**src/rtl/mem_wb_stage.sv**
```systemverilog
// mem_wb_stage: M-stage data-memory access (req/ready handshake with timeout)
// and the memory-to-writeback pipeline register.
// Optional macro MEM_MISALIGN_CHECK_EN: abort word accesses whose low address
// bits are non-zero instead of issuing them.
module mem_wb_stage #(
  parameter int unsigned MAX_WAIT = 15,
  parameter int unsigned WAIT_W   = 8
) (
  input  logic        clk,
  input  logic        rst,
  input  logic        regwrite_m,
  input  logic [1:0]  resultsrc_m,
  input  logic        memwrite_m,
  input  logic [31:0] aluresult_m,
  input  logic [31:0] writedata_m,
  input  logic [4:0]  rd_m,
  input  logic [31:0] pcplus4_m,
  output logic        dmem_req,
  output logic        dmem_we,
  output logic [31:0] dmem_addr,
  output logic [31:0] dmem_wdata,
  input  logic [31:0] dmem_rdata,
  input  logic        dmem_ready,
  output logic        stall_m,
  output logic        regwrite_w,
  output logic [4:0]  rd_w,
  output logic [31:0] result_w,
  output logic        bus_err_w,
  output logic        misaligned_err
);

  typedef enum logic [1:0] {IDLE, ACCESS, DONE} state_t;

  localparam logic [WAIT_W-1:0] MAX_CNT = WAIT_W'(MAX_WAIT);

  state_t             state_q;
  logic [WAIT_W-1:0]  cnt_q;
  logic [31:0]        hold_q;
  logic               abort_q;
  logic               memop;
  logic               misaligned;
  logic [31:0]        result_d;
  logic               regwrite_q;
  logic [4:0]         rd_q;
  logic [31:0]        result_q;
  logic               bus_err_q;

  assign memop = memwrite_m | (resultsrc_m == 2'b01);

`ifdef MEM_MISALIGN_CHECK_EN
  logic mis_err_q;
  assign misaligned     = aluresult_m[1:0] != 2'b00;
  assign misaligned_err = mis_err_q;
`else
  assign misaligned     = 1'b0;
  assign misaligned_err = 1'b0;
`endif

  assign dmem_we    = memwrite_m;
  assign dmem_addr  = aluresult_m;
  assign dmem_wdata = writedata_m;

  // Request and stall are decoded from the current state; reset masks both.
  always_comb begin
    dmem_req = 1'b0;
    stall_m  = 1'b0;
    if (!rst) begin
      unique case (state_q)
        IDLE: begin
          dmem_req = memop & ~misaligned;
          stall_m  = memop;
        end
        ACCESS: begin
          dmem_req = 1'b1;
          stall_m  = 1'b1;
        end
        default: ;
      endcase
    end
  end

  // Access FSM: wait counter, load-data hold register and abort flag.
  always_ff @(posedge clk) begin
    if (rst) begin
      state_q <= IDLE;
      cnt_q   <= '0;
      hold_q  <= '0;
      abort_q <= 1'b0;
`ifdef MEM_MISALIGN_CHECK_EN
      mis_err_q <= 1'b0;
`endif
    end else begin
`ifdef MEM_MISALIGN_CHECK_EN
      mis_err_q <= 1'b0;
`endif
      unique case (state_q)
        IDLE: begin
          if (memop) begin
            if (misaligned) begin
              abort_q <= 1'b1;
              state_q <= DONE;
`ifdef MEM_MISALIGN_CHECK_EN
              mis_err_q <= 1'b1;
`endif
            end else if (dmem_ready) begin
              hold_q  <= dmem_rdata;
              state_q <= DONE;
            end else begin
              cnt_q   <= WAIT_W'(1);
              state_q <= ACCESS;
            end
          end
        end
        ACCESS: begin
          if (dmem_ready) begin
            hold_q  <= dmem_rdata;
            state_q <= DONE;
          end else if (cnt_q == MAX_CNT) begin
            abort_q <= 1'b1;
            state_q <= DONE;
          end else begin
            cnt_q <= cnt_q + 1'b1;
          end
        end
        DONE: begin
          abort_q <= 1'b0;
          cnt_q   <= '0;
          state_q <= IDLE;
        end
        default: state_q <= IDLE;
      endcase
    end
  end

  // Writeback source select; encoding 11 falls back to the ALU result.
  always_comb begin
    result_d = aluresult_m;
    unique case (resultsrc_m)
      2'b01:   result_d = hold_q;
      2'b10:   result_d = pcplus4_m;
      default: result_d = aluresult_m;
    endcase
  end

  // M/W boundary register: bubble while stalled, error-tagged after an abort.
  always_ff @(posedge clk) begin
    if (rst) begin
      regwrite_q <= 1'b0;
      rd_q       <= '0;
      result_q   <= '0;
      bus_err_q  <= 1'b0;
    end else if (stall_m) begin
      regwrite_q <= 1'b0;
      bus_err_q  <= 1'b0;
    end else begin
      rd_q <= rd_m;
      if (abort_q) begin
        regwrite_q <= 1'b0;
        bus_err_q  <= 1'b1;
        result_q   <= '0;
      end else begin
        regwrite_q <= regwrite_m;
        bus_err_q  <= 1'b0;
        result_q   <= result_d;
      end
    end
  end

  assign regwrite_w = regwrite_q;
  assign rd_w       = rd_q;
  assign result_w   = result_q;
  assign bus_err_w  = bus_err_q;

endmodule

```
**config.mk**
```make
export PLATFORM = sky130hd
export DESIGN_NAME = mem_wb_stage
export DESIGN_NICKNAME = d
export VERILOG_FILES = /design/src/rtl/mem_wb_stage.sv
export SDC_FILE = /design/constraint.sdc
export NUM_CORES = 1
export LEC_CHECK = 0
export CAP_MARGIN = 20
export CORE_MARGIN = 10
export CORE_UTILIZATION = 34
export DETAILED_ROUTE_END_ITERATION = 6
export PLACE_DENSITY = 0.89
export SLEW_MARGIN = 10
export SYNTH_ARGS = -nofsm -noshare
export SYNTH_HDL_FRONTEND = slang
export SYNTH_SLANG_ARGS = --single-unit
```
**constraint.sdc**
```tcl
create_clock -name clk -period 1.9 [get_ports clk]
set_input_delay 0.475 -clock clk [delete_from_list [all_inputs] [get_ports clk]]
set_output_delay 0.475 -clock clk [all_outputs]
set_load 0.05 [all_outputs]
```
After elaboration in Yosys (flattened, before gate mapping)
Cells that the tools add are included.
- word-level logic and storage cells: 52
- bits in registers: 82
- input port bits: 140
- multiplexer cells: 21
- equal/unequal tests: 11
- add/sub/neg operators: 1
- bitwise logic cells: 1
- reductions and logical operators: 10
- operators by type and width (kind ; number):
    32-bit one-hot mux with 2 select lines ; 2
    32-bit two-way mux ; 3
    8-bit two-way mux ; 4
    8-bit one-hot mux with 3 select lines ; 1
    2-bit != test, second input constant ; 5
    8-bit by 1-bit adder with 8-bit output, second input constant ; 1
    8-bit by 4-bit == test with 1-bit output, second input constant ; 1
    2-bit two-way mux ; 4
    5-bit AND reduction ; 1
    2-bit by 1-bit == test with 1-bit output, second input constant ; 2
    2-bit == test, second input constant ; 2
    1-bit two-way mux ; 4
    1-bit one-hot mux with 2 select lines ; 2
    2-bit one-hot mux with 2 select lines ; 1
    2-bit AND reduction ; 2
    2-bit nonzero test ; 2
    3-bit != test, second input constant ; 1
    3-bit AND reduction ; 1
    3-bit nonzero test ; 1
    3-bit OR reduction ; 1
    2-bit zero test ; 1
    2-bit OR reduction ; 1
    1-bit bitwise OR ; 1

Logic depth before layout (Yosys ltp)
Gate-level depths: netlist (run 1).
- depth in word-level cells: 5
- gate-level depth with buffers: 10
- mapped depth without buffers: 7

Least setup slack after synthesis (run 1)
OpenSTA, ideal clock, no wires.
- kind: input to output
- start: in resultsrc_m[1]
- end: out stall_m
- path slack: -0.612 ns
- data required time: 1.425 ns
- arrival: 2.037 ns
- stages on the path: 7
- buffers on the path: 3
- cells stage by stage: inv_1 ha_1 buf_2 o21ai_2 a21oi_1 clkbuf_1 buf_4
- cells in the longest elaborated chain, start to end: 4
- RTL lines (item ; RTL line ; text):
    start: declaration ; 12 ; input logic [1:0] resultsrc_m,
    2-bit by 1-bit == test with 1-bit output ; 48 ; assign memop = memwrite_m | (resultsrc_m == 2'b01);
    1-bit bitwise OR ; 48 ;
    1-bit one-hot mux with 2 select lines ; -- ;
    1-bit two-way mux ; -- ;
    end: declaration ; 24 ; output logic stall_m,
No other way between the ends.

Worst setup path after layout (run 1)
- start: reg state_q[1]
- end: out dmem_req
- cells in the longest elaborated chain, start to end: 3
- elaborated cells on any way between the ends: 4
- those cells by class: 1 x eq/ne; 2 x mux; 1 x reduce/logical
- RTL lines (item ; RTL line ; text):
    start: declaration ; 36 ; state_t state_q;
    start signal: assignment ; 85 ; state_q <= IDLE;
    start signal: assignment ; 101 ; state_q <= DONE;
    start signal: assignment ; 107 ; state_q <= DONE;
    2-bit by 1-bit == test with 1-bit output / 2-bit zero test (equally long branches) ; 68 ; unique case (state_q)
    1-bit one-hot mux with 2 select lines (*) ; 68 ;
    1-bit two-way mux (*) ; 67 ; if (!rst) begin
    end: declaration ; 18 ; output logic dmem_req,
Mark *: on every way between the ends. The rest lies on a longest branch, timed or not.

==> results of run 1 <==
-- synthesized netlist by cell type (2+ instances only) --
cell type	count
nand2_1	103
dfxtp_1	82
buf_4	68
a21oi_1	43
a22o_1	38
o21ai_0	34
a22oi_1	33
clkbuf_1	24
nor2_1	10
inv_1	7
buf_2	6
buf_6	6
ha_1	6
o21ai_1	5
and2_1	3
and3_1	3
or4_1	3
a211oi_1	2
a21o_1	2
nand4_1	2
nor2b_4	2
o21ai_2	2
-- what timing repair did --
item	4_1_cts	5_1_grt
cloned	0	1
endpoints found under the setup margin	74	40
setup buffers	7	3
resized for setup	19	6
pin swaps	5	0
-- worst max-delay path: stages, from the launching register on --
cell and delay [ns]:
dfxtp_2 0.34, inv_4 0.08, ha_4 0.15, buf_6 0.10, o21ai_4 0.06, a21oi_4 0.25
buf_12 0.18
-- flip-flops by register name (all words and copies together) (netlist names) --
| name | flops |
|---|---|
| hold_q | 32 |
| result_w | 32 |
| abort_q | 1 |
| bus_err_w | 1 |
| cnt_q | 8 |
| rd_w | 5 |
| state_q | 2 |
| regwrite_w | 1 |
-- stage by stage --
stage	setup TNS, ns	util, %	total power [W]	hold WS [ns]	cells
global route	-1.864	54.15	0.005752	0.4817	785
global placement	-35.50	50.43	0.003740	0.4434	759
detailed placement	-39.40	50.43	0.003762	0.4490	759
finish	-0.1504	54.17	0.005532	0.4550	786
floorplan	0	-	0.003187	0.4368	500
CTS	-0.4045	53.71	0.005524	0.4566	781
-- cell type report --
| type | count | area [um2] |
|---|---|---|
| diodes | 1 | 2.502 |
| clock buffers | 12 | 246.5 |
| clock inverters | 3 | 40.04 |
| fillers | 1010 | 5482 |
| inverters | 7 | 31.28 |
| multi-input cells | 307 | 1871 |
| flip-flops and latches | 82 | 1647 |
| well taps | 147 | 183.9 |
| repair buffers | 227 | 2459 |
-- placed cells by master, fill, tap and decap left out, drive strengths merged --
cell / n
buf: 121
nand2: 103
clkdlybuf4s50: 103
dfxtp: 82
a21oi: 44
o21ai: 41
a22o: 38
a22oi: 33
clkbuf: 12
nor2: 11
inv: 7
ha: 6
nor2b: 4
and3: 3
and2: 3
or4: 3
dlygate4sd2: 3
a21o: 2
nand4: 2
a211oi: 2
clkinv: 2
diode: 1
o21ba: 1
nor4: 1
nand3: 1
or3: 1
o221a: 1
a31oi: 1
o32ai: 1
o2111ai: 1
or4b: 1
o211ai: 1
o21a: 1
conb: 1
bufinv: 1
-- power breakdown --
| part | leakage (nW) | internal, W | switching, W |
|---|---|---|---|
| Clock | 0.142 | 0.00104 | 0.000662 |
| Combinational | 1.82 | 0.000820 | 0.00104 |
| Sequential | 0.672 | 0.00187 | 0.0000906 |
| Total | 2.64 | 0.00374 | 0.00180 |
-- logic make-up after synthesis --
family | share of synthesized area (%)
compound gates | 26.69
simple gates | 14.12
buf+inv | 17.62
flops | 39.66
fa+ha+maj | 1.814
other cells | 0.09060
-- worst max path at each step --
stage / cells past startpoint / slack, ns / endpoint / start
after global placement: 6 / -0.56 / hold_q[22]$_SDFFE_PP0P_ / resultsrc_m[0]
after global routing: 6 / -0.12 / stall_m / state_q[1]$_SDFFE_PP0P_
final: 6 / -0.07 / dmem_req / state_q[1]$_SDFFE_PP0P_
after floorplan: 7 / 0.002 / stall_m / resultsrc_m[1]
after detailed placement: 6 / -0.66 / hold_q[12]$_SDFFE_PP0P_ / resultsrc_m[0]
after CTS: 6 / -0.07 / dmem_req / state_q[1]$_SDFFE_PP0P_
-- per-layer routing --
layer  vias up  global-route usage (%)  wire length [um]
li1       1957                       -                 -
met2       183                   27.41              7120
met5         -                       0                 0
met1      1859                   18.23              5681
met3        48                   4.057              1190
met4         0                   8.241               610
==> results by group, run 1 <==
Timing
  – Final setup fails: 3
  – Fin worst setup slack: -0.07252 ns
  – Fin crit period: 1.973 ns
  – FMAX: 0.5070 GHz
  – Slew @ Worst Pin: 0.6317 ns
  – Slew HR: a little under 60%
  – RSZ-0062 raised after global routing: true
  – Fin. max-slew vios: 0
  – Skew final: 0.007486 ns
  – Final worst-path cycle share: 103.8%
  – Final hold violation count: 0

Die
  – Die W: 130.3 um
  – Initial Util: 34.60%
  – CORE AREA: 11960 um2
  – Site Rows: 40
  – Top Ports: 247
  – DIE AREA: 16990 um2
  – Vert. Die Dim: 130.3 um

Routing
  – Pre-antenna DRT Iters: 5
  – Drt first-iter violations: 331
  – Detailed-route via count: 4047
  – WL/cell: 18.58 um
  – Vias per cell: between 5 and 6
  – Antenna Violating Nets Remaining: 0
  – Final WL: 14600 um
  – DR DRC count: 0

Synth
  – Yosys warns: 0
  – Post-Syn Nets: 646
  – Synth Register Bits: 82
  – Fraction of registers with async set/reset: 0%
  – EDFF count, synth: 0
  – Netlist cell types: 38
  – Yosys top cell area share: 39.66%
  – Post-synth top flop: dfxtp_1
  – Syn Inst Count: 500
  – Synth Cell Area: just over 4000 um2
  – Register area share after synthesis: 39.66%
  – Post-synth top area cell: dfxtp_1
  – Area contributors post-synth: dfxtp_1, buf_4, nand2_1
  – Synthesized area per cell: 8.278 um2

Clocking
  – Max clock buf depth: 2
  – Root Buffer: clkbuf_16
  – Hold buffer count at CTS: 0
  – H-tree depth: 3
  – Total clock sinks: 82
  – Skew-Pair Late Insertion Delay: 0.33 ns
  – Num CTS Buffers: 9
  – Clock-pin transition on the worst setup and hold timing paths: 0.06 ns
  – CTS tree: yes

Placement
  – Post-place setup slack: -0.6636 ns
  – GP Congestion: 0.8605
  – Placed cell area: roughly 6000 um2
  – HPWL Detailed: about 11000 um
  – Port bufs: 181

Worst setup path
  – WP data required: around 1.4 ns
  – Crit Reg-Reg Startpoint: state_q[1]$_SDFFE_PP0P_
  – FF-to-FF End: cnt_q[5]$_SDFFE_PP0P_
  – Crit path kind: register to primary output
  – Crit-path max FO: 4
  – R2r worst-path depth: 8
  – Crit path arrival time: 1.50 ns
  – Worst setup EP type: primary output
  – Setup slack, reg-to-reg: 0.02 ns
  – CP Launch Type: register

Status
  – Failing checks: setup timing
  – Status: finished with violations

Finish
  – Layout cells sized above 1: 24.45%
  – Synth-to-layout area growth: 56.56%
  – Final nets: slightly below 800
  – Finished Cell Area: 6480 um2

Worst hold path
  – Hold endpoint: hold_q[8]$_SDFFE_PP0P_
  – Worst min path class: register to register
  – Worst Hold Path Cells: 2
  – Hold path startpoint: hold_q[8]$_SDFFE_PP0P_

Pwr
  – Max IR drop VDD: roughly 0.35 mV
  – PwrDens: ~850 nW/um2
  – Leak pwr: approximately 2.6 nW

Job
  – Maxcap violations: 0

Global route
  – Vias in the first global route: just over 4000
  – First-pass GRT wire length: about 21000 um
  – Grt total ovfl: 0
  – Initial antenna violation count: 0
  – GRT Total Usage: 16.07%
  – Largest net degree at the start of global routing: 36
Note: power is estimated with default switching activity, not from simulation.
==> run 2: changes to the inputs <==
CAP_MARGIN = not set   (was 20)
SLEW_MARGIN = 20   (was 10)
clock period = 1.7 ns   (was 1.9 ns; I/O delays follow)
==> results by group, run 2 (synthesis gave the netlist of run 1 again) <==
Status
  – Status: finished with violations
  – Failing checks: setup timing

Die
  – Initial Util: 34.60% (unchanged)
  – Vert. Die Dim: 130.3 um (unchanged)
  – Die W: 130.3 um (unchanged)
  – CORE AREA: 11960 um2 (unchanged)
  – Site Rows: 40 (unchanged)
  – Top Ports: 247 (unchanged)
  – DIE AREA: 16990 um2 (unchanged)

Routing
  – Detailed-route via count: 4139 (+2.3%)
  – WL/cell: 19.54 um (+5.2%)
  – Antenna Violating Nets Remaining: 0 (unchanged)
  – Pre-antenna DRT Iters: 5 (unchanged)
  – Vias per cell: 5.206 (+1.1%)
  – Drt first-iter violations: 308 (-6.9%)
  – DR DRC count: 0 (unchanged)
  – Final WL: 15540 um (+6.4%)

Worst setup path
  – Worst setup EP type: primary output
  – Crit path arrival time: 1.51 ns (about the same)
  – Crit-path max FO: 4 (unchanged)
  – WP data required: 1.27 ns (-0.15 ns)
  – CP Launch Type: register
  – Crit path kind: register to primary output

Pwr
  – Leak pwr: 2.772 nW (+5.1%)
  – NetSw: 0.002114 W (+18%)
  – Max IR drop VDD: 0.4706 mV (+34%)
  – Fraction of power consumed by combinational cells: 35.9% (+2.2 points)
  – Internal: 0.004364 W (+17%)
  – Switching Fraction: 32.63% (+0.18 points)
  – Part of the power in registers: 34.0% (-1.5 points)
  – PwrDens: 937.8 nW/um2 (+9.8%)
  – Clock Power Share: 30.1% (-0.7 points)

Finish
  – Final nets: 789 (+1.2%)
  – Commonest non-fill, non-tap cells in the layout: clkdlybuf4s50_1, nand2_1, dfxtp_1, buf_4, buf_12
  – Layout Cells excl Fill: 795 (+1.1%)
  – Commonest non-fill, non-tap cell in the layout: clkdlybuf4s50_1
  – Final design utilization: 57.75% (+3.6 points)
  – Layout cells sized above 1: 28.59% (+4.1 points)
  – Synth-to-layout area growth: 66.90%

Timing
  – Final setup fails: 20 (+17)
  – FMAX: 0.5173 GHz
  – Final hold violation count: 0 (unchanged)
  – Fin crit period: 1.933 ns
  – Final worst-path cycle share: 113.7%
  – Post-Route Setup TNS: -0.9873 ns (-0.8368 ns)
  – Skew final: 0.005440 ns (-0.002046 ns)
  – Fin. max-slew vios: 0 (unchanged)
  – WHS: 0.4566 ns (+0.001605 ns)
  – Fin worst setup slack: -0.2332 ns (-0.1607 ns)
  – RSZ-0062 raised after global routing: true

Clocking
  – Total clock sinks: 82 (unchanged)
  – Skew-Pair Late Insertion Delay: 0.33 ns (about the same)
  – Clock-pin transition on the worst setup and hold timing paths: 0.06 ns (about the same)
  – Num CTS Buffers: 9 (unchanged)
  – Root Buffer: clkbuf_16
  – Hold buffer count at CTS: 0 (unchanged)
  – H-tree depth: 3 (unchanged)
  – CTS tree: yes
  – Max clock buf depth: 2 (unchanged)

Global route
  – First-pass GRT wire length: 22050 um (+2.6%)
  – Grt total ovfl: 0 (unchanged)
  – Largest net degree at the start of global routing: 41 (+14%)
  – Initial antenna violation count: 1 (+1)
  – GRT Total Usage: 16.43% (+0.36 points)
  – Vias in the first global route: 4184 (+3.7%)

Placement
  – Inst Count DP: 764 (+0.66%)
  – HPWL Detailed: 11430 um (+2.6%)
  – Port bufs: 181 (unchanged)
  – Post-place setup slack: -0.6276 ns (+0.03601 ns)
  – GP Congestion: 0.9789 (+14%)

Worst hold path
  – Worst min path class: register to register

Job
  – Maxcap violations: 0 (unchanged)
-- run 2: cell types whose count changed in the layout (fill, tap and decap cells not counted), moves of 3 or more --
cell        before  now
buf_12          39   53
buf_6            2    8
a21oi_2          1    7
clkinvlp_4       0    3
buf_4           79   65
o21ai_2          0    3
nor2_1          10    7
a21oi_1         40   34
clkbuf_16        9   13
o21ai_1          6    3
-- run 2: final cells by class --
cell class                 instances  area, um2
clock inverter                     4      52.55
sequential                        82       1648
antenna                            1      2.502
timing repair buffer             237       2801
fill                             984       5054
inverter                           7      38.79
multi-input combinational        306       1938
clock buffer                      11      242.7
tap                              147      183.9
-- run 2: power groups by stage --
stage / logic (W) / registers (W) / clock network, W
finish: 0.00233 / 0.00220 / 0.00195
global route: 0.00244 / 0.00222 / 0.00205
CTS: 0.00217 / 0.00220 / 0.00197
detailed placement: 0.00210 / 0.00224 / 0
global placement: 0.00207 / 0.00223 / 0
floorplan: 0.00104 / 0.00253 / 0
-- run 2: worst paths after layout --
| kind | start | to | slack, ns | depth (start not counted) |
|---|---|---|---|---|
| hold reg to reg | hold_q[5]$_SDFFE_PP0P_ | hold_q[5]$_SDFFE_PP0P_ | 0.46 | 2 |
| setup reg to reg | state_q[1]$_SDFFE_PP0P_ | cnt_q[1]$_SDFFE_PP0P_ | -0.13 | 9 |
| hold / removal | hold_q[5]$_SDFFE_PP0P_ | hold_q[5]$_SDFFE_PP0P_ | 0.46 | 2 |
| setup / recovery | state_q[1]$_SDFFE_PP0P_ | stall_m | -0.23 | 6 |
-- run 2: repair_timing --
| item | CTS | global route |
|---|---|---|
| gates resized for setup | 24 | 20 |
| pin swaps | 13 | 9 |
| setup buffers | 7 | 4 |
| cloned | 0 | 5 |
| endpoints found under the setup margin | 82 | 76 |
-- run 2: through the flow --
stage	total power (W)	instance area (um2)
after floorplan	0.003572	4207
after global placement	0.004304	6265
after detailed placement	0.004339	6265
after CTS	0.006350	6686
after global routing	0.006712	6908
final	0.006478	6908
-- run 2: critical path, cell delays in order, from the launching register on --
cell and delay (ns):
dfxtp_2 0.33, inv_2 0.08, buf_6 0.11, ha_4 0.14, o21ai_4 0.07, a21oi_4 0.27, buf_12 0.18
-- run 2: per-layer routing --
layer | global-route usage (%) | wire length [um] | vias to the layer above
li1 | - | - | 1970
met1 | 17.79 | 5822 | 1926
met2 | 28.42 | 7891 | 196
met3 | 4.503 | 1249 | 47
met4 | 9.222 | 574 | 0
met5 | 0 | 0 | -
==> run 3: changes to the inputs <==
CORE_ASPECT_RATIO = 0.6   (was not set)
PLACE_DENSITY = 0.76   (was 0.89)
==> results by group, run 3 (synthesis gave the netlist of run 1 again) <==
Worst setup path
  – Worst Setup SP: state_q[0]$_SDFFE_PP0P_
  – Worst setup EP type: primary output
  – FF-to-FF End: cnt_q[2]$_SDFFE_PP0P_
  – CP Launch Type: register
  – WP data required: 1.27 ns (about the same)
  – Setup slack, reg-to-reg: -0.14 ns (about the same)
  – Most used cell, CP: buf_12
  – Critical Path End: dmem_req
  – Crit-path max FO: 4 (unchanged)
  – Crit path kind: register to primary output
  – R2r worst-path depth: 8 (-1)
  – Critical path's largest stage delay: 0.36 ns (+0.03 ns)
  – Critical-path cell list: inv_4 > ha_4 > buf_6 > o21ai_4 > a21oi_4 > buf_12 > buf_12
  – Crit Reg-Reg Startpoint: state_q[0]$_SDFFE_PP0P_
  – Crit path arrival time: 1.46 ns (-0.05 ns)
  – Max stage delay cell, worst path: dfxtp_4

Die
  – CORE AREA: 11990 um2 (+0.20%)
  – Initial Util: 34.53% (-0.069 points)
  – Site Rows: 31 (-23%)
  – Die W: 162.4 um (+25%)
  – Top Ports: 247 (unchanged)
  – DIE AREA: 17130 um2 (+0.85%)
  – Vert. Die Dim: 105.5 um (-19%)

Clocking
  – Skew-Pair Late Insertion Delay: 0.34 ns (about the same)
  – Clock-pin transition on the worst setup and hold timing paths: 0.06 ns (about the same)
  – Total clock sinks: 82 (unchanged)
  – Num CTS Buffers: 9 (unchanged)
  – CTS tree: yes
  – Hold buffer count at CTS: 0 (unchanged)
  – Max clock buf depth: 2 (unchanged)
  – Root Buffer: clkbuf_16
  – H-tree depth: 3 (unchanged)

Timing
  – Slew HR: roughly 60%
  – Final worst-path cycle share: 111.2% (-2.6 points)
  – Skew final: 0.007127 ns (+0.001687 ns)
  – Final setup fails: 21 (+5.0%)
  – Slew @ Worst Pin: 0.6047 ns
  – FMAX: 0.5292 GHz (+2.3%)
  – Post-Route Setup TNS: -2.109 ns (-1.122 ns)
  – Fin worst setup slack: -0.1897 ns (+0.04347 ns)
  – Fin crit period: 1.890 ns (-0.04347 ns)
  – Final hold violation count: 0 (unchanged)
  – RSZ-0062 raised after global routing: true
  – Fin. max-slew vios: 0 (unchanged)

Finish
  – Synth-to-layout area growth: 67.74%
  – Final design utilization: 57.93% (+0.18 points)
  – Commonest non-fill, non-tap cell in the layout: clkdlybuf4s50_1
  – Layout cells sized above 1: 30.56% (+2.0 points)
  – Layout Cells excl Fill: 813 (+2.3%)
  – N_diodes: 0 (-1)
  – Final nets: 790 (+0.13%)
  – Commonest non-fill, non-tap cells in the layout: clkdlybuf4s50_1, nand2_1, dfxtp_1, buf_4, buf_12

Routing
  – Pre-antenna DRT Iters: 5 (unchanged)
  – WL/cell: 18.83 um (-3.6%)
  – Antenna Violating Nets Remaining: 0 (unchanged)
  – Drt first-iter violations: 242 (-21%)
  – Final WL: 15310 um (-1.5%)
  – Vias per cell: 5.133 (-1.4%)
  – Detailed-route via count: 4173 (+0.82%)
  – DR DRC count: 0 (unchanged)

Placement
  – Inst Count DP: 777 (+1.7%)
  – GP Congestion: 0.8167 (-17%)
  – Post-place setup slack: -0.7210 ns (-0.09337 ns)
  – Port bufs: 181 (unchanged)
  – HPWL Detailed: 11040 um (-3.4%)

Pwr
  – Leak pwr: 2.769 nW (-0.11%)
  – NetSw: 0.002130 W (+0.74%)
  – PwrDens: 950.5 nW/um2 (+1.4%)
  – Part of the power in registers: 33.4% (-0.6 points)
  – Switching Fraction: 32.27% (-0.36 points)
  – Clock Power Share: 31.0% (+0.9 points)
  – Fraction of power consumed by combinational cells: 35.6% (-0.3 points)
  – Internal: 0.004469 W (+2.4%)
  – Max IR drop VDD: 0.6538 mV (+39%)

Global route
  – Grt total ovfl: 0 (unchanged)
  – Vias in the first global route: 4297 (+2.7%)
  – Largest net degree at the start of global routing: 45 (+9.8%)
  – Initial antenna violation count: 1 (unchanged)
  – GRT Total Usage: 17.16% (+0.73 points)
  – First-pass GRT wire length: 23690 um (+7.4%)

Worst hold path
  – Worst min path class: register to register

Job
  – Maxcap violations: 0 (unchanged)

Status
  – Status: finished with violations
  – Failing checks: setup timing
## run 3: changes by cell type in the layout (fill, tap and decap cells not counted), moves of 2 or more
cell,previous run,this run
and3_4,0,2
buf_6,8,13
buf_12,53,47
a21oi_2,7,12
buf_4,65,67
inv_2,2,0
a21oi_1,34,29
clkbuf_16,13,10
o21ai_2,3,1
and3_1,3,1
inv_4,0,2
buf_16,0,2
## run 3: per-layer routing
layer  vias to the layer above  part of all wire [%]  global-route usage [%]
met5                         -                 0.046                       0
met4                         2                   1.1                   4.204
met3                        28                   8.8                   6.643
met2                       196                    47                   28.65
met1                      1978                    43                   20.33
li1                       1969                     -                       -
## run 3: area by class of cell
type	count	area, um2
Fill cell	971	5042
Timing Repair Buffer	237	2728
Multi-Input combinational cell	307	2004
Sequential cell	82	1652
Clock buffer	10	229.0
Tap cell	165	206.4
Clock inverter	5	80.08
Inverter	7	43.79
## run 3: power by group through the flow
stage	combinational [W]	sequential [W]	clock [W]
after CTS	0.00225	0.00220	0.00209
after detailed placement	0.00202	0.00224	0
after floorplan	0.00104	0.00253	0
final	0.00235	0.00220	0.00205
after global routing	0.00248	0.00222	0.00219
after global placement	0.00199	0.00223	0
## run 3: through the flow
| stage | hold WS [ns] | total power [W] | instance area [um2] |
|---|---|---|---|
| 2_1_floorplan | 0.4368 | 0.003572 | 4207 |
| 3_3_place_gp | 0.4429 | 0.004214 | 6137 |
| 3_5_place_dp | 0.4478 | 0.004257 | 6137 |
| 4_1_cts | 0.4563 | 0.006542 | 6738 |
| 5_1_grt | 0.4711 | 0.006885 | 6943 |
| 6_report | 0.4562 | 0.006599 | 6943 |
## run 3: worst min-delay path by stage
| stage | startpoint | cells after the start | to | slack (ns) |
|---|---|---|---|---|
| 6_report | hold_q[0]$_SDFFE_PP0P_ | 2 | hold_q[0]$_SDFFE_PP0P_ | 0.46 |
| 5_1_grt | hold_q[0]$_SDFFE_PP0P_ | 2 | hold_q[0]$_SDFFE_PP0P_ | 0.47 |
| 4_1_cts | hold_q[0]$_SDFFE_PP0P_ | 2 | hold_q[0]$_SDFFE_PP0P_ | 0.46 |
| 3_5_place_dp | hold_q[0]$_SDFFE_PP0P_ | 2 | hold_q[0]$_SDFFE_PP0P_ | 0.45 |
| 3_3_place_gp | hold_q[0]$_SDFFE_PP0P_ | 2 | hold_q[0]$_SDFFE_PP0P_ | 0.44 |
| 2_1_floorplan | hold_q[0]$_SDFFE_PP0P_ | 2 | hold_q[0]$_SDFFE_PP0P_ | 0.44 |
## run 3: timing repair
action / CTS / global route
gates resized for setup: 38 / 36
buffers inserted: 12 / 7
endpoints found under the setup margin: 82 / 78
pin swaps: 12 / 22
cloned: 4 / 1
## run 3: worst max-delay path: cells and delay by family, from the launching register on
family | cells | cell delay [ns]
AOI/OAI and AO/OA | 2 | 0.21
adders and majority gates | 1 | 0.13
buffers and inverters | 4 | 0.44
DFF | 1 | 0.36
